**src/rtl/apb_master_arbiter_if.sv**
```systemverilog
// rtl/apb_master_arbiter_if.sv - requester and APB bus signals for apb_master_arbiter
interface apb_master_arbiter_if #(
    parameter int NREQ   = 2,
    parameter int ADDR_W = 3,
    parameter int DATA_W = 16
);
    logic [NREQ-1:0]        req_valid;
    logic [NREQ-1:0]        req_write;
    logic [NREQ*ADDR_W-1:0] req_addr;
    logic [NREQ*DATA_W-1:0] req_wdata;
    logic [NREQ-1:0]        req_ready;
    logic [NREQ-1:0]        rsp_valid;
    logic [DATA_W-1:0]      rsp_rdata;
    logic                   rsp_err;
    logic [ADDR_W-1:0]      Paddr;
    logic                   Pwrite;
    logic [DATA_W-1:0]      Pwdata;
    logic                   Psel;
    logic                   Penable;
    logic [DATA_W-1:0]      Prdata;
    logic                   Pready;
    logic                   Pslverr;

    modport master (
        input  req_valid, req_write, req_addr, req_wdata, Prdata, Pready, Pslverr,
        output req_ready, rsp_valid, rsp_rdata, rsp_err, Paddr, Pwrite, Pwdata, Psel, Penable
    );

    modport slave (
        output req_valid, req_write, req_addr, req_wdata, Prdata, Pready, Pslverr,
        input  req_ready, rsp_valid, rsp_rdata, rsp_err, Paddr, Pwrite, Pwdata, Psel, Penable
    );
endinterface

```
**src/rtl/apb_master_arbiter.sv**
```systemverilog
// rtl/apb_master_arbiter.sv - round-robin APB master shared by NREQ requesters; APB_TIMEOUT_EN adds an ACCESS wait timeout
module apb_master_arbiter #(
    parameter int NREQ    = 2,
    parameter int ADDR_W  = 3,
    parameter int DATA_W  = 16,
    parameter int TIMEOUT = 15
) (
    input  logic                Pclk,
    input  logic                Prst,
    apb_master_arbiter_if.master bus
);
    localparam int GW = (NREQ > 1) ? $clog2(NREQ) : 1;

    localparam logic [1:0] ST_IDLE   = 2'd0;
    localparam logic [1:0] ST_SETUP  = 2'd1;
    localparam logic [1:0] ST_ACCESS = 2'd2;

    logic [1:0]    state;
    logic [GW-1:0] grant;
    logic [GW-1:0] last_grant;
    logic [GW-1:0] winner;
    logic          found;
    logic          done;
    logic          launch;
    logic          timed_out;

    // Walk from the lowest priority upward so the highest-priority hit is written last.
    always_comb begin
        found  = 1'b0;
        winner = '0;
        for (int k = NREQ; k >= 1; k--) begin
            if (bus.req_valid[(int'(last_grant) + k) % NREQ]) begin
                found  = 1'b1;
                winner = GW'((int'(last_grant) + k) % NREQ);
            end
        end
    end

`ifdef APB_TIMEOUT_EN
    localparam int CW = $clog2(TIMEOUT + 1);
    logic [CW-1:0] wait_cnt;

    assign timed_out = !bus.Pready && (wait_cnt == CW'(TIMEOUT));

    always_ff @(posedge Pclk or negedge Prst) begin
        if (!Prst) begin
            wait_cnt <= '0;
        end else if (state == ST_SETUP) begin
            wait_cnt <= '0;
        end else if (state == ST_ACCESS && !bus.Pready && !timed_out) begin
            wait_cnt <= wait_cnt + 1'b1;
        end
    end
`else
    assign timed_out = 1'b0;
`endif

    assign done   = (state == ST_ACCESS) && (bus.Pready || timed_out);
    assign launch = found && ((state == ST_IDLE) || done);

    always_ff @(posedge Pclk or negedge Prst) begin
        if (!Prst) begin
            state         <= ST_IDLE;
            grant         <= '0;
            last_grant    <= GW'(NREQ - 1);
            bus.req_ready <= '0;
            bus.rsp_valid <= '0;
            bus.rsp_rdata <= '0;
            bus.rsp_err   <= 1'b0;
            bus.Paddr     <= '0;
            bus.Pwrite    <= 1'b0;
            bus.Pwdata    <= '0;
            bus.Psel      <= 1'b0;
            bus.Penable   <= 1'b0;
        end else begin
            bus.req_ready <= '0;
            bus.rsp_valid <= '0;
            case (state)
                ST_IDLE: begin
                    bus.Psel    <= 1'b0;
                    bus.Penable <= 1'b0;
                end
                ST_SETUP: begin
                    state       <= ST_ACCESS;
                    bus.Psel    <= 1'b1;
                    bus.Penable <= 1'b1;
                end
                ST_ACCESS: begin
                    if (done) begin
                        bus.rsp_valid[grant] <= 1'b1;
                        // A timed-out transfer has no valid slave data, so it reports zero.
                        bus.rsp_rdata <= (bus.Pwrite || !bus.Pready) ? '0 : bus.Prdata;
                        bus.rsp_err   <= bus.Pready ? bus.Pslverr : 1'b1;
                        state         <= ST_IDLE;
                        bus.Psel      <= 1'b0;
                        bus.Penable   <= 1'b0;
                    end
                end
                default: begin
                    state       <= ST_IDLE;
                    bus.Psel    <= 1'b0;
                    bus.Penable <= 1'b0;
                end
            endcase

            // A new grant overrides the IDLE/ACCESS next-state above, giving back-to-back transfers.
            if (launch) begin
                state                 <= ST_SETUP;
                grant                 <= winner;
                last_grant            <= winner;
                bus.req_ready[winner] <= 1'b1;
                bus.Paddr             <= bus.req_addr[winner*ADDR_W +: ADDR_W];
                bus.Pwrite            <= bus.req_write[winner];
                bus.Pwdata            <= bus.req_wdata[winner*DATA_W +: DATA_W];
                bus.Psel              <= 1'b1;
                bus.Penable           <= 1'b0;
            end
        end
    end
endmodule

```
**src/flat_wrapper.sv**
```systemverilog
// flat-port wrapper written by rule: the top's interface ports become plain ports
module apb_master_arbiter_flat 
#(
    parameter int NREQ    = 2,
    parameter int ADDR_W  = 3,
    parameter int DATA_W  = 16,
    parameter int TIMEOUT = 15
)
  (Pclk, Prst, bus_req_valid, bus_req_write, bus_req_addr, bus_req_wdata, bus_Prdata, bus_Pready, bus_Pslverr, bus_req_ready, bus_rsp_valid, bus_rsp_rdata, bus_rsp_err, bus_Paddr, bus_Pwrite, bus_Pwdata, bus_Psel, bus_Penable);
  apb_master_arbiter_if #(.NREQ(NREQ), .ADDR_W(ADDR_W), .DATA_W(DATA_W)) bus_i ();
  input  logic Pclk;
  input  logic Prst;
  input wire logic [$bits(bus_i.req_valid)-1:0] bus_req_valid;
  input wire logic [$bits(bus_i.req_write)-1:0] bus_req_write;
  input wire logic [$bits(bus_i.req_addr)-1:0] bus_req_addr;
  input wire logic [$bits(bus_i.req_wdata)-1:0] bus_req_wdata;
  input wire logic [$bits(bus_i.Prdata)-1:0] bus_Prdata;
  input wire logic [$bits(bus_i.Pready)-1:0] bus_Pready;
  input wire logic [$bits(bus_i.Pslverr)-1:0] bus_Pslverr;
  output wire logic [$bits(bus_i.req_ready)-1:0] bus_req_ready;
  output wire logic [$bits(bus_i.rsp_valid)-1:0] bus_rsp_valid;
  output wire logic [$bits(bus_i.rsp_rdata)-1:0] bus_rsp_rdata;
  output wire logic [$bits(bus_i.rsp_err)-1:0] bus_rsp_err;
  output wire logic [$bits(bus_i.Paddr)-1:0] bus_Paddr;
  output wire logic [$bits(bus_i.Pwrite)-1:0] bus_Pwrite;
  output wire logic [$bits(bus_i.Pwdata)-1:0] bus_Pwdata;
  output wire logic [$bits(bus_i.Psel)-1:0] bus_Psel;
  output wire logic [$bits(bus_i.Penable)-1:0] bus_Penable;
  assign bus_i.req_valid = bus_req_valid;
  assign bus_i.req_write = bus_req_write;
  assign bus_i.req_addr = bus_req_addr;
  assign bus_i.req_wdata = bus_req_wdata;
  assign bus_i.Prdata = bus_Prdata;
  assign bus_i.Pready = bus_Pready;
  assign bus_i.Pslverr = bus_Pslverr;
  assign bus_req_ready = bus_i.req_ready;
  assign bus_rsp_valid = bus_i.rsp_valid;
  assign bus_rsp_rdata = bus_i.rsp_rdata;
  assign bus_rsp_err = bus_i.rsp_err;
  assign bus_Paddr = bus_i.Paddr;
  assign bus_Pwrite = bus_i.Pwrite;
  assign bus_Pwdata = bus_i.Pwdata;
  assign bus_Psel = bus_i.Psel;
  assign bus_Penable = bus_i.Penable;
  apb_master_arbiter #(.NREQ(NREQ), .ADDR_W(ADDR_W), .DATA_W(DATA_W), .TIMEOUT(TIMEOUT)) u_core (.Pclk(Pclk), .Prst(Prst), .bus(bus_i));
endmodule
```
**config.mk**
```make
export PLATFORM = sky130hd
export DESIGN_NAME = apb_master_arbiter_flat
export DESIGN_NICKNAME = d
export VERILOG_FILES = /design/src/rtl/apb_master_arbiter_if.sv /design/src/rtl/apb_master_arbiter.sv /design/src/flat_wrapper.sv
export SDC_FILE = /design/constraint.sdc
export NUM_CORES = 1
export LEC_CHECK = 0
export CAP_MARGIN = 40
export CORE_MARGIN = 3
export CORE_UTILIZATION = 43
export DETAILED_ROUTE_END_ITERATION = 8
export GPL_ROUTABILITY_DRIVEN = 0
export HOLD_SLACK_MARGIN = 0.15
export MAX_ROUTING_LAYER = met4
export PLACE_DENSITY_LB_ADDON = 0.12
export SYNTH_ARGS = -nofsm -noshare
export SYNTH_HDL_FRONTEND = slang
export SYNTH_SLANG_ARGS = --single-unit
export TNS_END_PERCENT = 5
```
**constraint.sdc**
```tcl
create_clock -name Pclk -period 3.74 [get_ports Pclk]
set_clock_uncertainty 0.2 [all_clocks]
set_input_delay 0.935 -clock Pclk [delete_from_list [all_inputs] [get_ports Pclk]]
set_output_delay 0.935 -clock Pclk [all_outputs]
set_load 0.02 [all_outputs]
```
==> flow_metrics.py, run 1 <==
metrics = {
    "clocking": {
        "cts_buffer_depth": 2,
        "cts_tree": "yes",
        "cts_made_buffers": 5,
        "cts_resized": 0,
        "clock_sinks": 47,
        "htreeDepth": 2,
        "cts-hold-fix-buffers": 0,
        "path_clk_slew_ps": 80,
        "post_cts_buffers": 0,
        "clockRootBuffer": "clkbuf_8",
        "worstSkewPairLatency_ps": 290,
    },
    "hold_path": {
        "hold_path_class": "flip-flop to flip-flop",
        "holdPathStages": 1,
        "min_to": "u_core.bus.rsp_valid[0]$_DFF_PN0_",
        "hp-start": "u_core.grant$_DFFE_PN0P_",
    },
    "worst_setup_path": {
        "cpLargestDelayFamily": "buffers and inverters",
        "crit_buf_inv": 1,
        "cp.required_ps": 2600,
        "worstPathArrival_ps": 1600,
        "critical_path_class": "flip-flop to output port",
        "rr_worst_depth": 4,
        "path_cells": "clkdlybuf4s50_1",
        "ff2ff_setup_slack_ps": 1620,
        "worstSetupEndpointType": "output port",
        "cpMaxStageDelayCell": "clkdlybuf4s50_1",
        "r2r-start": "u_core.state[0]$_DFFE_PN0P_",
        "rr_endpoint": "u_core.bus.Paddr[2]$_DFFE_PN0P_",
        "max_stage_delay_ps": 690,
        "crit_fanout": 18,
        "critPathLaunchType": "flip-flop",
    },
    "synthesis": {
        "syn_area_per_cell_um2": 11.94,
        "ys_seq_elements": 47,
        "synthArstFlopShare_pct": 100.0,
        "syn-cell-area_mm2": 0.002090,
        "synth-seq-area-share_pct": 56.35,
        "syn_inst": 175,
        "synth_top_flop_cell": "dfrtp_1",
        "synth_edf_count": 0,
        "synth.net_count": 237,
        "synth_cell_types": 23,
        "yosys_warnings": 0,
    },
    "power": {
        "pwr-share-comb_pct": 48.6,
        "swShare_pct": 35.03,
        "seqPwrFrac_pct": 34.6,
        "vdd_drop_max_mv": 0.3875,
        "switching_power_w": 0.0008858,
        "p_leak_nw": 1.369,
        "power_density_mw_per_mm2": 766.7,
        "pwr-share-clk_pct": 16.9,
        "p_int_w": 0.001643,
    },
    "timing": {
        "final_max_slew_viol_count": 0,
        "fin_crit_sh_pct": 73.25,
        "rsz0062_at_grt": "no",
        "final.setup.tns_ps": 0,
        "setup_viol": 0,
        "timing_worst_slew_pin_value_ps": 610.7,
        "clock.fmax_ghz": 0.3650,
        "period_needed_ps": 2739,
        "hold_viol_final": 0,
        "max_slew_margin_pct": 59.10,
    },
    "placement": {
        "placedCellCount": 335,
        "port_buffers": 104,
        "hpwl_um": 3776,
    },
    "floorplan": {
        "die_x_um": 75.71,
        "die_area_mm2": 0.005732,
        "num_rows": 24,
        "initial_core_util_pct": 46.08,
        "core_area_mm2": 0.004534,
        "die_h_um": 75.71,
        "design.portCount": 105,
    },
    "routing": {
        "drt-vias-per-instance": 5.009,
        "drt-total-wl_um": 5109,
        "drc": 0,
        "drt-pass1-iter-count": 4,
        "antenna_left": 0,
        "routedWlPerCell_um": 14.90,
        "initialDrtViolationCount": 45,
        "num_vias": 1718,
    },
    "cells_and_area": {
        "nFillCells": 348,
        "syn_to_final_growth_pct": 57.84,
        "finalNetCount": 339,
        "drive_gt1_share_pct": 7.914,
        "multiInputGateArea_um2": 775.7,
        "seqCellArea_mm2": 0.001177,
        "insertedDiodeCount": 0,
        "finalNonFillerCells": 343,
    },
    "global_route": {
        "overflow": 0,
        "antenna_found_initial": 0,
        "grt_pass1_vias": 1752,
        "grt_usage_pct": 19.13,
        "grt_pass1_wl_um": 8024,
        "grt_max_degree": 34,
    },
    "flow_run": {
        "cap_violations": 0,
    },
    "outcome": {
        "outcome": "finished, final reports clean",
    },
}
-- cell type report --
cell class                      instances  share of cell area (%)
Clock buffer                            6                   2.200
Clock inverter                          2                   1.821
Inverter                                6                  0.6829
Multi-Input combinational cell        106                   23.52
Sequential cell                        47                   35.70
Tap cell                               65                   2.466
Timing Repair Buffer                  111                   33.61
-- flip-flops by register name, summed over array words and instances (netlist names), 2 cells and up --
name and cells:
u_core.bus.Paddr 3, u_core.bus.Pwdata 16, u_core.bus.req_ready 2, u_core.bus.rsp_rdata 16, u_core.bus.rsp_valid 2, u_core.state 2
-- per-stage QoR --
step / worst slack [ps] / total power [W] / hold slack (ps) / instance area, µm² / util [%]
6_report: 1001 / 0.002529 / 223.7 / 3298 / 72.74
4_1_cts: 967.2 / 0.002558 / 228.2 / 3298 / 72.74
3_5_place_dp: 792.6 / 0.002120 / 215.3 / 3166 / 69.81
3_3_place_gp: 782.9 / 0.002080 / 209.7 / 3131 / 69.04
5_1_grt: 893.1 / 0.002690 / 272.7 / 3298 / 72.74
2_1_floorplan: 1686 / 0.001566 / 203.2 / 2090 / -
-- power groups by stage --
stage / registers [W] / clock network (W) / logic, W
floorplan: 0.00109 / 0 / 0.000473
CTS: 0.000876 / 0.000440 / 0.00124
global route: 0.000907 / 0.000460 / 0.00132
finish: 0.000875 / 0.000426 / 0.00123
global placement: 0.000899 / 0 / 0.00118
detailed placement: 0.000883 / 0 / 0.00124
-- logic make-up after synthesis --
logic type / count (synthesis) / synth area share [%]
flip-flops: 47 / 56.35
multiplexers: 1 / 0.5389
buffers and inverters: 22 / 6.647
AND/OR/NAND/NOR: 42 / 10.72
AO/OA/AOI/OAI: 63 / 25.75
-- synthesized netlist by cell type (2+ instances only) --
library cell,n,area (µm²)
nand2b_1,17,106.4
clkbuf_1,6,22.52
buf_2,3,15.01
nor2_1,3,11.26
a2111oi_4,2,55.05
o21ai_0,13,65.06
nand2_1,17,63.81
buf_6,7,78.83
dfrtp_1,46,1151
a21oi_1,3,15.01
o31a_1,20,175.2
o21ai_1,4,20.02
a221o_1,20,200.2
inv_1,5,18.77
-- placed cells by master (no fill, tap or decap), types with 2 or more instances in the layout --
master / n
clkdlybuf4s50_1: 103
bufinv_16: 2
dfrtp_1: 46
nand2b_1: 17
a221o_1: 20
a21oi_1: 3
inv_1: 5
a2111oi_4: 2
o21ai_0: 13
o21ai_1: 4
nor2_1: 3
clkbuf_8: 5
nand2_1: 17
buf_4: 5
o31a_1: 20
-- worst max-delay path by stage --
stage	end	from	depth (start not counted)
4_1_cts	bus_Pwrite	u_core.bus.Pwrite$_DFFE_PN0P_	1
3_5_place_dp	u_core.bus.Pwdata[6]$_DFFE_PN0P_	bus_Pready	5
5_1_grt	bus_Pwrite	u_core.bus.Pwrite$_DFFE_PN0P_	1
3_3_place_gp	u_core.bus.Paddr[2]$_DFFE_PN0P_	bus_Pready	5
6_report	bus_Pwrite	u_core.bus.Pwrite$_DFFE_PN0P_	1
2_1_floorplan	u_core.bus.Paddr[0]$_DFFE_PN0P_	bus_Pready	5
-- per-layer routing --
layer | up-vias | GRT usage [%] | share of wire [%]
met5 | - | - | 0
met4 | 0 | 4.854 | 0.45
met3 | 2 | 6.728 | 7.1
met2 | 66 | 32.98 | 52
met1 | 806 | 21.08 | 40
li1 | 844 | - | -
(Power assumes the default switching activity.)
==> run 2, diff against run 1 <==
Settings changed: CORE_UTILIZATION 43 to 36.
Clock period 3.74 ns to 2.3 ns, I/O delays scaled along.
==> flow_metrics.py, run 2 (same netlist as run 1, synthesis figures left out) <==
metrics = {
    "outcome": {
        "outcome": "finished, final reports clean",
    },
    "worst_setup_path": {
        "critical_path_class": "flip-flop to output port",
        "rr_endpoint": "u_core.bus.Pwdata[9]$_DFFE_PN0P_",
        "cpMaxStageDelayCell": "clkdlybuf4s50_1",
        "ff2ff_setup_slack_ps": 580,
        "cpLargestDelayFamily": "buffers and inverters",
        "r2r-start": "u_core.state[0]$_DFFE_PN0P_",
        "rr_worst_depth": 3,
        "worstPathArrival_ps": 1290,
        "max_stage_delay_ps": 620,
        "crit_fanout": 2,
        "worstSetupEndpointType": "output port",
        "path_cells": "clkdlybuf4s50_1",
        "crit_buf_inv": 1,
        "cp.required_ps": 1520,
        "critPathLaunchType": "flip-flop",
    },
    "routing": {
        "drt-vias-per-instance": 4.930,
        "routedWlPerCell_um": 14.77,
        "num_vias": 1760,
        "drt-pass1-iter-count": 4,
        "initialDrtViolationCount": 47,
        "drc": 0,
        "drt-total-wl_um": 5274,
        "antenna_left": 0,
    },
    "cells_and_area": {
        "nFillCells": 500,
        "mostFrequentLayoutCells": "clkdlybuf4s50_1 (103), dfrtp_1 (46), o31a_1 (20), a221o_1 (20)",
        "largestRegisters": "u_core.bus.Pwdata: 16 flops, u_core.bus.rsp_rdata: 16 flops, u_core.bus.Paddr: 3 flops",
        "drive_gt1_share_pct": 10.18,
        "multiInputGateArea_um2": 775.7,
        "design_area_mm2": 0.003359,
        "finalNetCount": 346,
        "layout_commonest_cell": "clkdlybuf4s50_1",
        "insertedDiodeCount": 0,
        "utilization_pct": 60.27,
        "seqCellArea_mm2": 0.001177,
        "syn_to_final_growth_pct": 60.78,
    },
    "floorplan": {
        "die_x_um": 82.19,
        "core_area_mm2": 0.005574,
        "initial_core_util_pct": 37.49,
        "die_h_um": 82.19,
        "num_rows": 27,
        "design.portCount": 105,
        "die_area_mm2": 0.006754,
    },
    "hold_path": {
        "holdPathStages": 1,
        "hp-start": "u_core.grant$_DFFE_PN0P_",
        "min_to": "u_core.bus.rsp_valid[0]$_DFF_PN0_",
        "hold_path_class": "flip-flop to flip-flop",
    },
    "clocking": {
        "cts_buffer_depth": 2,
        "worstSkewPairLatency_ps": 290,
        "clockRootBuffer": "clkbuf_8",
        "cts_made_buffers": 5,
        "post_cts_buffers": 0,
        "cts-hold-fix-buffers": 1,
        "htreeDepth": 2,
        "path_clk_slew_ps": 80,
        "cts_tree": "yes",
        "clock_sinks": 47,
        "cts_resized": 0,
    },
    "placement": {
        "dpl_cell_area_mm2": 0.003237,
        "hpwl_um": 3906,
        "pre_cts_slack_ps": -47.45,
        "port_buffers": 104,
    },
    "timing": {
        "timing_worst_slew_pin_value_ps": 536.6,
        "fin_crit_sh_pct": 89.66,
        "setup_ws_ps": 237.9,
        "setup_viol": 0,
        "period_needed_ps": 2062,
        "clock.fmax_ghz": 0.4849,
        "final_max_slew_viol_count": 0,
        "max_slew_margin_pct": 64.23,
        "hold_viol_final": 0,
        "rsz0062_at_grt": "no",
    },
    "global_route": {
        "grt_usage_pct": 16.58,
        "grt_pass1_wl_um": 8383,
        "overflow": 0,
        "grt_max_degree": 35,
        "antenna_found_initial": 0,
        "grt_pass1_vias": 1772,
    },
    "power": {
        "vdd_drop_max_mv": 0.6295,
        "p_total_w": 0.004057,
        "power_density_mw_per_mm2": 1208,
        "p_leak_nw": 1.401,
    },
    "flow_run": {
        "cap_violations": 0,
    },
}
==> run 2: worst max path at each step <==
| stage | start | end | slack, ps | depth (start not counted) |
|---|---|---|---|---|
| 2_1_floorplan | bus_Pready | u_core.bus.Paddr[0]$_DFFE_PN0P_ | 610 | 5 |
| 3_3_place_gp | bus_Pready | u_core.bus.Pwdata[14]$_DFFE_PN0P_ | -20 | 5 |
| 3_5_place_dp | bus_Pready | u_core.bus.Pwdata[0]$_DFFE_PN0P_ | -50 | 5 |
| 4_1_cts | u_core.bus.Pwdata[6]$_DFFE_PN0P_ | bus_Pwdata[6] | 220 | 1 |
| 5_1_grt | u_core.bus.Pwdata[6]$_DFFE_PN0P_ | bus_Pwdata[6] | 180 | 1 |
| 6_report | u_core.bus.Pwdata[6]$_DFFE_PN0P_ | bus_Pwdata[6] | 240 | 1 |
==> run 2: per-stage QoR <==
stage,TNS (ps),std cells,hold slack [ps]
after floorplan,0,175,79.41
after global placement,-266.0,348,207.5
after detailed placement,-641.7,348,216.7
after CTS,0,357,230.3
after global routing,0,357,238.9
final,0,357,226.2
==> run 2: cell type report <==
cell class,instances,share of cell area [%]
inverter,6,0.6704
sequential,47,35.05
multi-input combinational,106,23.09
tap,72,2.682
timing repair buffer,118,35.16
clock inverter,3,1.304
clock buffer,5,2.048
==> run 2: where the power goes <==
part	internal [W]	switching (W)	leakage, nW	total, W
combinational	0.00109	0.000966	0.754	0.00206
clock	0.000324	0.000270	0.0581	0.000594
sequential	0.00118	0.000223	0.588	0.00140
total	0.00260	0.00146	1.40	0.00406
==> run 2: per-layer routing <==
| layer | vias up | wire [µm] | GRT usage (%) |
|---|---|---|---|
| li1 | 857 | - | - |
| met1 | 832 | 2312 | 20.50 |
| met2 | 65 | 2578 | 26.52 |
| met3 | 6 | 312 | 3.579 |
| met4 | 0 | 70 | 6.478 |
| met5 | - | 0 | - |
